--- src/rtl/act_pkg.sv ---
// rtl/act_pkg.sv - shared constants and mode encoding for the activation LUT pipeline
package act_pkg;

    localparam int ACT_N     = 8;
    localparam int ACT_Q     = 7;
    localparam int ACT_LANES = 2;
    localparam int SAT_W     = 16;

    typedef enum logic {
        ACT_TANH    = 1'b0,
        ACT_SIGMOID = 1'b1
    } act_mode_e;

endpackage

--- src/rtl/activation_lut_pipe_if.sv ---
// rtl/activation_lut_pipe_if.sv - sample stream, result stream and clamp counter bundle
interface activation_lut_pipe_if
    import act_pkg::*;
#(
    parameter int N     = ACT_N,
    parameter int LANES = ACT_LANES
);
    logic                 in_valid;
    logic                 in_ready;
    logic [LANES*N-1:0]   in_data;
    logic                 in_mode;
    logic                 out_valid;
    logic                 out_ready;
    logic [LANES*N-1:0]   out_data;
    logic                 sat_clr;
    logic [SAT_W-1:0]     sat_count;

    modport slave (
        input  in_valid, in_data, in_mode, out_ready, sat_clr,
        output in_ready, out_valid, out_data, sat_count
    );

    modport master (
        output in_valid, in_data, in_mode, out_ready, sat_clr,
        input  in_ready, out_valid, out_data, sat_count
    );
endinterface

--- src/rtl/act_rom.sv ---
// rtl/act_rom.sv - combinational tanh magnitude table, entries built at elaboration
module act_rom #(
    parameter int N = 8,
    parameter int Q = 7
) (
    input  logic [N-2:0] k_i,
    output logic [N-2:0] t_o
);
    localparam int DEPTH = 2 ** (N - 1);
    localparam int T_MAX = 2 ** (N - 1) - 1;

    // round-half-up of tanh(k/2^Q) scaled by 2^Q, saturated to the positive range
    function automatic int tanh_entry(input int k);
        real v;
        int  r;
        v = $tanh(real'(k) / (2.0 ** Q));
        r = $rtoi($floor(v * (2.0 ** Q) + 0.5));
        if (r > T_MAX) r = T_MAX;
        return r;
    endfunction

    logic [N-2:0] rom_w [DEPTH];

    for (genvar k = 0; k < DEPTH; k++) begin : g_rom
        localparam int V = tanh_entry(k);
        assign rom_w[k] = (N-1)'(V);
    end

    assign t_o = rom_w[k_i];
endmodule

--- src/rtl/activation_lut_pipe.sv ---
// rtl/activation_lut_pipe.sv - two-stage tanh/sigmoid LUT pipeline; sigmoid built only with ACT_SIGMOID_EN
module activation_lut_pipe
    import act_pkg::*;
#(
    parameter int N     = ACT_N,
    parameter int Q     = ACT_Q,
    parameter int LANES = ACT_LANES
) (
    input  logic                 clk,
    input  logic                 rst_n,
    activation_lut_pipe_if.slave bus
);
    localparam logic [N-1:0] MIN_X = {1'b1, {(N-1){1'b0}}};

    logic                     advance, accept;
    logic [LANES-1:0]         clamp_w, sign_w;
    logic [LANES-1:0][N-2:0]  t_w;
    logic [LANES-1:0][N-1:0]  res_w;

    logic                     s1_valid_q, s1_valid_d;
    logic [LANES-1:0]         s1_s_q, s1_s_d;
    logic [LANES-1:0][N-2:0]  s1_t_q, s1_t_d;
    logic                     out_valid_q, out_valid_d;
    logic [LANES-1:0][N-1:0]  out_data_q, out_data_d;
    logic [SAT_W-1:0]         sat_q, sat_d, clamp_cnt;
    logic [SAT_W:0]           sat_sum;

`ifdef ACT_SIGMOID_EN
    localparam logic signed [N+1:0] ONE_Q = (N+2)'(1) << Q;
    localparam logic signed [N+1:0] MAX_Y = (N+2)'(2 ** (N - 1) - 1);
    act_mode_e s1_mode_q, s1_mode_d;
`else
    logic unused_mode;
    assign unused_mode = bus.in_mode;
`endif

    assign advance       = !out_valid_q || bus.out_ready;
    assign accept        = bus.in_valid && advance;
    assign bus.in_ready  = advance;
    assign bus.out_valid = out_valid_q;
    assign bus.out_data  = out_data_q;
    assign bus.sat_count = sat_q;

    for (genvar l = 0; l < LANES; l++) begin : g_lane
        logic [N-1:0]        x;
        logic [N-2:0]        m, k;
        logic signed [N-1:0] y;

        assign x          = bus.in_data[l*N +: N];
        assign sign_w[l]  = x[N-1];
        assign clamp_w[l] = (x == MIN_X);
        // the most negative code has no positive twin, so it is pinned to full scale
        assign m = clamp_w[l] ? {(N-1){1'b1}}
                 : x[N-1]     ? (~x[N-2:0] + (N-1)'(1))
                 :              x[N-2:0];
`ifdef ACT_SIGMOID_EN
        assign k = (act_mode_e'(bus.in_mode) == ACT_SIGMOID) ? {1'b0, m[N-2:1]} : m;
`else
        assign k = m;
`endif
        act_rom #(.N(N), .Q(Q)) u_rom (.k_i(k), .t_o(t_w[l]));

        assign y = s1_s_q[l] ? -$signed({1'b0, s1_t_q[l]}) : $signed({1'b0, s1_t_q[l]});
`ifdef ACT_SIGMOID_EN
        // sigmoid(x) = (1 + tanh(x/2)) / 2, the halved index supplied the x/2
        logic signed [N+1:0] sum;
        assign sum = (ONE_Q + $signed({{2{y[N-1]}}, y})) >>> 1;
        assign res_w[l] = (s1_mode_q != ACT_SIGMOID) ? y
                        : sum[N+1]      ? '0
                        : (sum > MAX_Y) ? MAX_Y[N-1:0]
                        :                 sum[N-1:0];
`else
        assign res_w[l] = y;
`endif
    end

    always_comb begin
        s1_valid_d  = s1_valid_q;
        s1_s_d      = s1_s_q;
        s1_t_d      = s1_t_q;
        out_valid_d = out_valid_q;
        out_data_d  = out_data_q;
`ifdef ACT_SIGMOID_EN
        s1_mode_d   = s1_mode_q;
`endif
        if (advance) begin
            s1_valid_d  = bus.in_valid;
            out_valid_d = s1_valid_q;
            if (bus.in_valid) begin
                s1_s_d = sign_w;
                s1_t_d = t_w;
`ifdef ACT_SIGMOID_EN
                s1_mode_d = act_mode_e'(bus.in_mode);
`endif
            end
            if (s1_valid_q) out_data_d = res_w;
        end
    end

    always_comb begin
        clamp_cnt = '0;
        for (int l = 0; l < LANES; l++) clamp_cnt = clamp_cnt + SAT_W'(clamp_w[l]);
        sat_sum = {1'b0, sat_q} + {1'b0, clamp_cnt};
        // a clear in the same cycle as a clamp drops that clamp
        if (bus.sat_clr)  sat_d = '0;
        else if (accept)  sat_d = sat_sum[SAT_W] ? '1 : sat_sum[SAT_W-1:0];
        else              sat_d = sat_q;
    end

    always_ff @(posedge clk or negedge rst_n) begin
        if (!rst_n) begin
            s1_valid_q  <= 1'b0;
            s1_s_q      <= '0;
            s1_t_q      <= '0;
            out_valid_q <= 1'b0;
            out_data_q  <= '0;
            sat_q       <= '0;
`ifdef ACT_SIGMOID_EN
            s1_mode_q   <= ACT_TANH;
`endif
        end else begin
            s1_valid_q  <= s1_valid_d;
            s1_s_q      <= s1_s_d;
            s1_t_q      <= s1_t_d;
            out_valid_q <= out_valid_d;
            out_data_q  <= out_data_d;
            sat_q       <= sat_d;
`ifdef ACT_SIGMOID_EN
            s1_mode_q   <= s1_mode_d;
`endif
        end
    end
endmodule
--- src/flat_wrapper.sv ---
// flat-port wrapper written by rule: the top's interface ports become plain ports
module activation_lut_pipe_flat import act_pkg::*;
#(
    parameter int N     = ACT_N,
    parameter int Q     = ACT_Q,
    parameter int LANES = ACT_LANES
)
  (clk, rst_n, bus_in_valid, bus_in_data, bus_in_mode, bus_out_ready, bus_sat_clr, bus_in_ready, bus_out_valid, bus_out_data, bus_sat_count);
  activation_lut_pipe_if #(.N(N), .LANES(LANES)) bus_i ();
  input  logic clk;
  input  logic rst_n;
  input wire logic [$bits(bus_i.in_valid)-1:0] bus_in_valid;
  input wire logic [$bits(bus_i.in_data)-1:0] bus_in_data;
  input wire logic [$bits(bus_i.in_mode)-1:0] bus_in_mode;
  input wire logic [$bits(bus_i.out_ready)-1:0] bus_out_ready;
  input wire logic [$bits(bus_i.sat_clr)-1:0] bus_sat_clr;
  output wire logic [$bits(bus_i.in_ready)-1:0] bus_in_ready;
  output wire logic [$bits(bus_i.out_valid)-1:0] bus_out_valid;
  output wire logic [$bits(bus_i.out_data)-1:0] bus_out_data;
  output wire logic [$bits(bus_i.sat_count)-1:0] bus_sat_count;
  assign bus_i.in_valid = bus_in_valid;
  assign bus_i.in_data = bus_in_data;
  assign bus_i.in_mode = bus_in_mode;
  assign bus_i.out_ready = bus_out_ready;
  assign bus_i.sat_clr = bus_sat_clr;
  assign bus_in_ready = bus_i.in_ready;
  assign bus_out_valid = bus_i.out_valid;
  assign bus_out_data = bus_i.out_data;
  assign bus_sat_count = bus_i.sat_count;
  activation_lut_pipe #(.N(N), .Q(Q), .LANES(LANES)) u_core (.clk(clk), .rst_n(rst_n), .bus(bus_i));
endmodule
--- config.mk ---
export PLATFORM = sky130hd
export DESIGN_NAME = activation_lut_pipe_flat
export DESIGN_NICKNAME = d
export VERILOG_FILES = /design/src/rtl/act_pkg.sv /design/src/rtl/activation_lut_pipe_if.sv /design/src/rtl/act_rom.sv /design/src/rtl/activation_lut_pipe.sv /design/src/flat_wrapper.sv
export SDC_FILE = /design/constraint.sdc
export NUM_CORES = 1
export LEC_CHECK = 0
export CAP_MARGIN = 15
export CORE_ASPECT_RATIO = 2
export CORE_MARGIN = 2
export CORE_UTILIZATION = 50
export CTS_CLUSTER_SIZE = 40
export DETAILED_ROUTE_END_ITERATION = 8
export GPL_TIMING_DRIVEN = 0
export PLACE_DENSITY_LB_ADDON = 0.08
export SLEW_MARGIN = 20
export SYNTH_ARGS = -nofsm -noshare
export SYNTH_HDL_FRONTEND = slang
export SYNTH_HIERARCHICAL = 1
export SYNTH_SLANG_ARGS = --single-unit
--- constraint.sdc ---
create_clock -name clk -period 2.14 [get_ports clk]
set_input_delay 0.428 -clock clk [delete_from_list [all_inputs] [get_ports clk]]
set_output_delay 0.428 -clock clk [all_outputs]
set_load 0.005 [all_outputs]
==> flow_metrics.env, run 1 <==
export IMPL_worst_slew_pin_slew_ps=671
export IMPL_drt_wl_total_mm=14.7
export IMPL_gr_total_overflow=0
export IMPL_setup_viol=30
export IMPL_slew_violations=0
export IMPL_holdBufCountCts=0
export IMPL_timing_rr_end="u_core/bus.sat_count[9]"
export IMPL_worstSetupPathType="in -> reg"
export IMPL_max_cap_violations=0
export IMPL_cts_root_buf="clkbuf_16"
export IMPL_relSlewSlack_pct=54.9
export IMPL_placement_rows=49
export IMPL_area_growth_syn_to_layout_pct=48.9
export IMPL_avgRoutedWirePerCell_um=18.3
export IMPL_synthesis_nets=628
export IMPL_placed_cell_area_um2=5480
export IMPL_io_pins=56
export IMPL_status="finished, violations left"
export IMPL_synthArstFlopShare_pct=100
export IMPL_hold_viol=0
export IMPL_endpoint_kind="flip-flop"
export IMPL_power_w=0.00420
export IMPL_core_area_um2=8890
export IMPL_die_h_um=138
export IMPL_synthCells=576
export IMPL_clkTransAtPathRegs_ps=70
export IMPL_dieArea_um2=9840
export IMPL_cts_buffers=5
export IMPL_gp_congestion=0.914
export IMPL_min_period_ps=3200
export IMPL_die_x_um=71.1
export IMPL_synth_area_leader_cell="dfrtp_1"
export IMPL_cp_start_kind="primary input"
export IMPL_fin_skew_ps=4.94
export IMPL_dp_slack_ps=-2050
export IMPL_fin_tns_setup_ps=-23310
export IMPL_ys_ff_latch=50
export IMPL_rr_worst_depth=4
export IMPL_post_dp_hpwl_mm=9.56
export IMPL_leakage_nw=2.86
export IMPL_critPathMaxFanout=5
export IMPL_fmax_ghz=0.313
export IMPL_rsz0062_at_grt="yes"
export IMPL_dr_pass1_iters=6
export IMPL_r2r_start="u_core/bus.sat_count[4]"
export IMPL_worstPathRequired_ps=2350
export IMPL_drc=0
export IMPL_drt_iter0_markers=371
export IMPL_ys_warn_count=6
export IMPL_yosysTopAreaCellShare_pct=27.8
export IMPL_cts_tree="built"
export IMPL_critPathArrivalTime_ps=3410
export IMPL_clock_sinks=50
export IMPL_ys_seq_area_share_pct=27.8
export IMPL_antennaDiodeCount=0
export IMPL_hold_path_class="in -> async"
export IMPL_grt_pass1_vias=4993
export IMPL_grt_usage_pct=29.0
export IMPL_port_buffers=52
export IMPL_min_period_over_period_pct=149
export IMPL_synthDistinctLibCells=69
export IMPL_vias=5015
export IMPL_ir_drop_mv=0.337
export IMPL_stdcell_area_um2=6710
export IMPL_layout_drive_gt1_share_pct=30.3
export IMPL_synth_edf_count=0
export IMPL_synth_area_um2=4510
export IMPL_antenna_found_initial=0
export IMPL_ys_flop_type="dfrtp_1"
export IMPL_ys_top_cells_by_area="dfrtp_1, ha_1, nand2_1"
export IMPL_h_tree_depth=2
export IMPL_r2r_slack_ps=-40
export IMPL_syn_area_per_cell_um2=7.83
export IMPL_worst_skew_pair_late_latency_ps=290
export IMPL_violations="setup timing"
export IMPL_clockBufferDepth=2
export IMPL_fin_nets=754
export IMPL_start_util_pct=50.7
export IMPL_postLayoutSetupSlackWorst_ps=-1060
export IMPL_grt_max_degree=35
export IMPL_grt_first_pass_wirelength_mm=23.2
export IMPL_p_per_area_nw_per_um2=626
export IMPL_ant_nets=0
export IMPL_vias_per_cell=6.23
==> stage by stage <==
| stage | std cells | util (%) | hold WS, ps |
|---|---|---|---|
| 2_1_floorplan | 576 | - | 132 |
| 3_3_place_gp | 730 | 61.5 | 464 |
| 3_5_place_dp | 731 | 61.7 | 384 |
| 4_1_cts | 796 | 72.5 | 72.9 |
| 5_1_grt | 805 | 75.5 | 92.1 |
| 6_report | 805 | 75.5 | 67.8 |
==> Yosys cell counts (all sizes together), types with 10 or more instances <==
| cell | count |
|---|---|
| inv | 24 |
| nor2 | 35 |
| a31oi | 13 |
| nor3 | 18 |
| a211oi | 10 |
| nand2 | 99 |
| a21oi | 28 |
| clkbuf | 19 |
| o21ai | 49 |
| nand3 | 21 |
| buf | 23 |
| ha | 29 |
| nor2b | 13 |
| nand2b | 13 |
| dfrtp | 50 |
| xor2 | 13 |
==> critical path, stage by stage <==
cell and delay [ps]:
buf_6 90, or3_4 390, or3b_4 380, or3b_1 360
buf_6 150, o211ai_4 100, inv_4 80, ha_4 270
nor2_4 160, a21oi_2 40, mux4_2 470, a21boi_1 130
a32o_2 220, nand2_1 60, o21ai_1 80
==> cells in the final DEF (no fill, tap or decap), types with 4 or more instances in the layout <==
cell type,count
nand2_1,89
buf_4,53
dfrtp_1,50
clkdlybuf4s50_1,38
o21ai_0,33
nor2_1,25
a21oi_1,24
buf_6,21
nand3_1,18
ha_1,16
buf_8,13
clkbuf_1,13
xor2_1,13
o21ai_1,13
nor3_1,13
a31oi_1,13
ha_4,13
inv_1,12
nand2b_1,12
o31ai_1,9
mux2i_1,9
nor2b_1,8
o211ai_1,8
inv_2,7
clkbuf_16,6
nand3b_1,6
nor2_2,6
a211oi_2,6
xnor2_1,5
nand2_2,5
or3_1,5
buf_12,4
nand2_4,4
nand4_1,4
nor2_4,4
a311oi_2,4
a21oi_2,4
==> registers in the layout, indices dropped and copies added (netlist names) <==
register              flops
u_core/bus.out_data      16
u_core/bus.sat_count     16
u_core/s1_t_q            14
u_core/s1_s_q             2
u_core/bus.out_valid      1
u_core/s1_valid_q         1
==> worst max-delay path by stage <==
stage | start | endpoint | slack, ps | depth (start not counted)
2_1_floorplan | bus_in_data[10] | u_core/s1_t_q[7] | -1090 | 14
3_3_place_gp | bus_in_data[0] | u_core/s1_t_q[0] | -2010 | 16
4_1_cts | bus_in_data[10] | u_core/s1_t_q[7] | -1070 | 15
3_5_place_dp | bus_in_data[0] | u_core/s1_t_q[0] | -2050 | 16
5_1_grt | bus_in_data[12] | u_core/s1_t_q[7] | -1110 | 15
6_report | bus_in_data[12] | u_core/s1_t_q[7] | -1060 | 15
==> report_power, final <==
group	switching, W	internal, W
Combinational	0.000993	0.00103
Clock	0.000339	0.000547
Sequential	0.000141	0.00115
==> layout make-up <==
type                    instances  area, um^2
fillers                       637        2180
repair buffers                122        1210
plain buffers                  39         353
multi-input cells             460        3480
well taps                     102         128
flip-flops and latches         50        1250
inverters                      24         120
clock buffers                   5         125
clock inverters                 3        40.0
==> what timing repair did <==
action / in CTS / in global routing
buffers inserted: 59 / 11
gates cloned: 3 / 1
gates resized for setup: 122 / 47
pin swaps: 40 / 19
hold endpoints to repair: 0 / 0
setup endpoints to repair: 34 / 30
==> routing by layer <==
metal,share of wire (%),global-route usage (%),up-vias,wire length (um)
li1,-,-,2313,-
met1,33,27.5,2335,4920
met2,55,54.1,267,8120
met3,4.8,3.64,100,707
met4,6.5,20.8,0,960
met5,0,0,-,0
==> cell families after synthesis <==
group | count (synthesis) | synth area share (%)
compound gates | 162 | 24.4
xor+xnor | 18 | 3.50
fa+ha+maj | 30 | 8.49
buf+inv | 66 | 7.19
flops | 50 | 27.8
mux | 11 | 2.75
simple gates | 239 | 25.9
No activity file was read; power rests on OpenSTA's default activity.
==> inputs of run 2 (changes only) <==
CAP_MARGIN = 20   (was 15)
HOLD_SLACK_MARGIN = 0.12   (was unset)
TNS_END_PERCENT = 100   (was unset)
==> flow_metrics.env, run 2 (synthesis gave the netlist of run 1 again) <==
export IMPL_hold_viol=0
export IMPL_stdcell_area_um2=6720
export IMPL_critPathArrivalTime_ps=3410
export IMPL_fin_util_pct=75.6
export IMPL_met2_usage_pct=54.1
export IMPL_setup_viol=30
export IMPL_postLayoutSetupSlackWorst_ps=-1060
export IMPL_hold_path_class="reg -> reg"
export IMPL_post_dp_hpwl_mm=9.56
export IMPL_min_period_ps=3200
export IMPL_grt_first_pass_wirelength_mm=23.2
export IMPL_seq_area_um2=1250
export IMPL_critPathMaxFanout=5
export IMPL_grt_max_degree=35
export IMPL_vias_per_cell=6.23
export IMPL_rsz0062_at_grt="yes"
export IMPL_antennaDiodeCount=0
export IMPL_layout_drive_gt1_share_pct=30.3
export IMPL_cts_buffers=5
export IMPL_leakage_nw=2.86
export IMPL_core_area_um2=8890
export IMPL_dp_slack_ps=-2050
export IMPL_grt_usage_pct=29.0
export IMPL_area_growth_syn_to_layout_pct=49.1
export IMPL_layout_commonest_cell="nand2_1"
export IMPL_die_h_um=138
export IMPL_worst_skew_pair_late_latency_ps=290
export IMPL_dr_pass1_iters=5
export IMPL_fin_nets=755
export IMPL_gr_total_overflow=0
export IMPL_whs_ps=476
export IMPL_worstPathRequired_ps=2350
export IMPL_placement_rows=49
export IMPL_slew_violations=0
export IMPL_antenna_found_initial=0
export IMPL_grt_pass1_vias=4993
export IMPL_avgRoutedWirePerCell_um=18.3
export IMPL_top_usage_layer="met2"
export IMPL_dieArea_um2=9840
export IMPL_endpoint_kind="flip-flop"
export IMPL_io_pins=56
export IMPL_ant_nets=0
export IMPL_grtUsageMet3_pct=3.64
export IMPL_port_buffers=52
export IMPL_layout_common_cells="nand2_1, buf_4, dfrtp_1"
export IMPL_clock_sinks=50
export IMPL_gp_congestion=0.914
export IMPL_fmax_ghz=0.313
export IMPL_max_cap_violations=0
export IMPL_vias=5023
export IMPL_met1_usage_pct=27.5
export IMPL_placed_cell_area_um2=5480
export IMPL_cts_tree="built"
export IMPL_h_tree_depth=2
export IMPL_clkTransAtPathRegs_ps=60
export IMPL_worstSetupPathType="in -> reg"
export IMPL_violations="setup timing"
export IMPL_start_util_pct=50.7
export IMPL_drt_wl_total_mm=14.7
export IMPL_multi_input_area_um2=3480
export IMPL_clockBufferDepth=2
export IMPL_relSlewSlack_pct=55.2
export IMPL_drt_iter0_markers=319
export IMPL_die_x_um=71.1
export IMPL_cp_start_kind="primary input"
export IMPL_p_per_area_nw_per_um2=625
export IMPL_fillers=636
export IMPL_status="finished, violations left"
export IMPL_cts_root_buf="clkbuf_16"
export IMPL_ir_drop_mv=0.337
export IMPL_fin_tns_setup_ps=-23180
export IMPL_min_period_over_period_pct=149
export IMPL_fin_skew_ps=4.84
export IMPL_worst_slew_pin_slew_ps=673
export IMPL_drc=0
-- run 2: cell types whose count changed in the layout (fill, tap and decap cells not counted) --
| cell | change |
|---|---|
| dlygate4sd3_1 | +1 |
-- run 2: path summary, 6_finish.rpt --
check                                         from                      end  slack, ps  cells past startpoint
min                         u_core/bus.out_data[5]   u_core/bus.out_data[5]        480                      2
max reg2reg                u_core/bus.sat_count[4]  u_core/bus.sat_count[9]        -10                      4
max in group asynchronous                    rst_n         u_core/s1_s_q[0]       1010                      3
max                                bus_in_data[12]         u_core/s1_t_q[7]      -1060                     15
min in group asynchronous                    rst_n  u_core/bus.sat_count[5]        600                      2
min reg2reg                 u_core/bus.out_data[5]   u_core/bus.out_data[5]        480                      2
-- run 2: report_power, final --
part	internal, W	switching (W)
clock	0.000547	0.000339
combinational	0.00103	0.000992
sequential	0.00115	0.000141
-- run 2: per-layer routing --
metal	routed length, um	vias up	part of all wire, %
met5	0	-	0
met4	942	0	6.4
met3	698	92	4.7
met2	8140	258	55
met1	4950	2351	34
li1	-	2322	-
-- run 2: critical path: stages --
cell,delay [ps]
buf_6,90
or3_4,390
or3b_4,380
or3b_1,360
buf_6,150
o211ai_4,90
inv_4,70
ha_4,270
nor2_4,150
a21oi_2,40
mux4_2,470
a21boi_1,130
a32o_2,230
nand2_1,60
o21ai_1,80
-- run 2: per-stage QoR --
step	total power, W	instances
floorplan	0.00234	576
global placement	0.00292	730
detailed placement	0.00297	731
CTS	0.00409	797
global route	0.00445	806
finish	0.00420	806
-- run 2: cell type report --
| class | count | share of cell area (%) |
|---|---|---|
| Buffer | 39 | 5.25 |
| Clock buffer | 5 | 1.86 |
| Clock inverter | 3 | 0.596 |
| Inverter | 24 | 1.79 |
| Multi-Input combinational cell | 460 | 51.8 |
| Sequential cell | 50 | 18.6 |
| Tap cell | 102 | 1.90 |
| Timing Repair Buffer | 123 | 18.1 |
-- run 2: timing repair --
| item | CTS | global route |
|---|---|---|
| endpoints found under the setup margin | 34 | 30 |
| gates cloned | 3 | 1 |
| buffers inserted | 59 | 11 |
| pin swaps | 40 | 19 |
| hold endpoints to repair | 16 | 0 |
| hold buffers | 1 | 0 |
| resized for setup | 122 | 47 |
==> inputs of run 3 (changes only) <==
CELL_PAD_IN_SITES_DETAIL_PLACEMENT = 0   (was unset)
CELL_PAD_IN_SITES_GLOBAL_PLACEMENT = 1   (was unset)
CORE_UTILIZATION = 42   (was 50)
==> flow_metrics.env, run 3 (synthesis gave the netlist of run 1 again) <==
export IMPL_p_sw_w=0.00147
export IMPL_worst_slew_pin_slew_ps=706
export IMPL_endpoint_kind="flip-flop"
export IMPL_ant_nets=0
export IMPL_dr_pass1_iters=5
export IMPL_placed_cell_area_um2=5550
export IMPL_antenna_found_initial=0
export IMPL_p_seq_share_pct=32.0
export IMPL_r2r_slack_ps=100
export IMPL_max_cap_violations=0
export IMPL_drt_wl_total_mm=13.9
export IMPL_grt_max_degree=27
export IMPL_post_dp_hpwl_mm=9.95
export IMPL_setup_viol=30
export IMPL_worst_skew_pair_late_latency_ps=290
export IMPL_worstSetupPathType="in -> reg"
export IMPL_cts_buffers=5
export IMPL_gp_congestion=0.906
export IMPL_h_tree_depth=2
export IMPL_stdcell_area_um2=6580
export IMPL_vias_per_cell=5.79
export IMPL_layout_drive_gt1_share_pct=28.6
export IMPL_grt_pass1_vias=4843
export IMPL_cts_tree="built"
export IMPL_critPathMaxFanout=5
export IMPL_place_inst=767
export IMPL_clkTransAtPathRegs_ps=60
export IMPL_die_h_um=151
export IMPL_dp_slack_ps=-2190
export IMPL_swShare_pct=36.2
export IMPL_p_int_w=0.00258
export IMPL_slew_violations=0
export IMPL_whs_ps=478
export IMPL_instances_no_fill=829
export IMPL_fmax_ghz=0.318
export IMPL_start_util_pct=43.0
export IMPL_avgRoutedWirePerCell_um=16.8
export IMPL_leakage_nw=2.76
export IMPL_placement_rows=53
export IMPL_die_x_um=77.3
export IMPL_fillers=960
export IMPL_dieArea_um2=11600
export IMPL_port_buffers=52
export IMPL_worstPathRequired_ps=2360
export IMPL_layout_common_cells="nand2_1, dfrtp_1, clkdlybuf4s50_1, buf_4, o21ai_0"
export IMPL_clock_sinks=50
export IMPL_status="finished, violations left"
export IMPL_drt_iter0_markers=218
export IMPL_io_pins=56
export IMPL_p_clk_share_pct=19.2
export IMPL_area_growth_syn_to_layout_pct=45.9
export IMPL_rsz0062_at_grt="yes"
export IMPL_relSlewSlack_pct=53.0
export IMPL_cp_start_kind="primary input"
export IMPL_core_area_um2=10500
export IMPL_grt_usage_pct=24.6
export IMPL_vias=4804
export IMPL_clockBufferDepth=2
export IMPL_critPathArrivalTime_ps=3370
export IMPL_hold_path_class="reg -> reg"
export IMPL_fin_nets=743
export IMPL_ir_drop_mv=0.392
export IMPL_min_period_over_period_pct=147
export IMPL_cts_root_buf="clkbuf_16"
export IMPL_fin_skew_ps=4.35
export IMPL_power_w=0.00405
export IMPL_violations="setup timing"
export IMPL_min_period_ps=3150
export IMPL_combPwrFrac_pct=48.8
export IMPL_layout_commonest_cell="nand2_1"
export IMPL_postLayoutSetupSlackWorst_ps=-1010
export IMPL_grt_first_pass_wirelength_mm=23.2
export IMPL_hold_viol=0
export IMPL_drc=0
export IMPL_gr_total_overflow=0
export IMPL_p_per_area_nw_per_um2=615
export IMPL_antennaDiodeCount=0
run 3: cell type report:
class                   instances  area, um^2  share of cell area (%)
multi-input cells             460        3470                    52.7
repair buffers                108        1060                    16.1
plain buffers                  42         358                    5.44
clock inverters                 3        21.3                   0.323
well taps                     137         171                    2.61
inverters                      24         125                    1.90
clock buffers                   5         125                    1.90
flip-flops and latches         50        1250                    19.0
run 3: power groups by stage:
| stage | combinational [W] | clock [W] | sequential [W] |
|---|---|---|---|
| final | 0.00197 | 0.000779 | 0.00129 |
| after global placement | 0.00164 | 0 | 0.00130 |
| after global routing | 0.00217 | 0.000841 | 0.00133 |
| after floorplan | 0.00104 | 0 | 0.00130 |
| after detailed placement | 0.00168 | 0 | 0.00132 |
| after CTS | 0.00192 | 0.000795 | 0.00130 |
run 3: worst paths after layout:
kind / end / startpoint / cells after the start
max in group asynchronous: u_core/bus.out_data[3] / rst_n / 4
worst max-delay path: u_core/s1_t_q[7] / bus_in_data[12] / 15
min in group asynchronous: u_core/bus.sat_count[6] / rst_n / 2
worst max register to register: u_core/bus.sat_count[11] / u_core/bus.sat_count[4] / 4
worst min register to register: u_core/bus.out_data[7] / u_core/bus.out_data[7] / 2
worst min-delay path: u_core/bus.out_data[7] / u_core/bus.out_data[7] / 2
run 3: repair_timing:
action,4_1_cts,5_1_grt
gates cloned,3,0
buffers inserted,47,4
hold buffers,1,0
setup endpoints to repair,34,32
endpoints found under the hold margin,7,0
pin swaps,41,28
resized for setup,119,39
run 3: critical path: stages:
cell	delay [ps]
buf_6	90
or3_4	380
or3b_4	380
or3b_1	370
buf_6	150
o211ai_4	100
inv_4	90
ha_4	270
nor2_4	130
a21oi_2	40
mux4_2	460
a21boi_2	130
a32o_2	210
nand2_1	60
o21ai_1	80
run 3: through the flow:
step                setup TNS (ps)  utilization [%]
floorplan                   -21070                -
global placement            -88950             52.6
detailed placement          -54390             53.0
CTS                         -23650             61.5
global route                -26460             62.8
finish                      -23320             62.8
run 3: metal layers:
metal	up-vias	part of all wire, %	GRT usage [%]
li1	2298	-	-
met3	51	3.7	2.40
met1	2270	34	24.2
met2	185	57	48.5
met5	-	0	0
met4	0	4.9	14.6
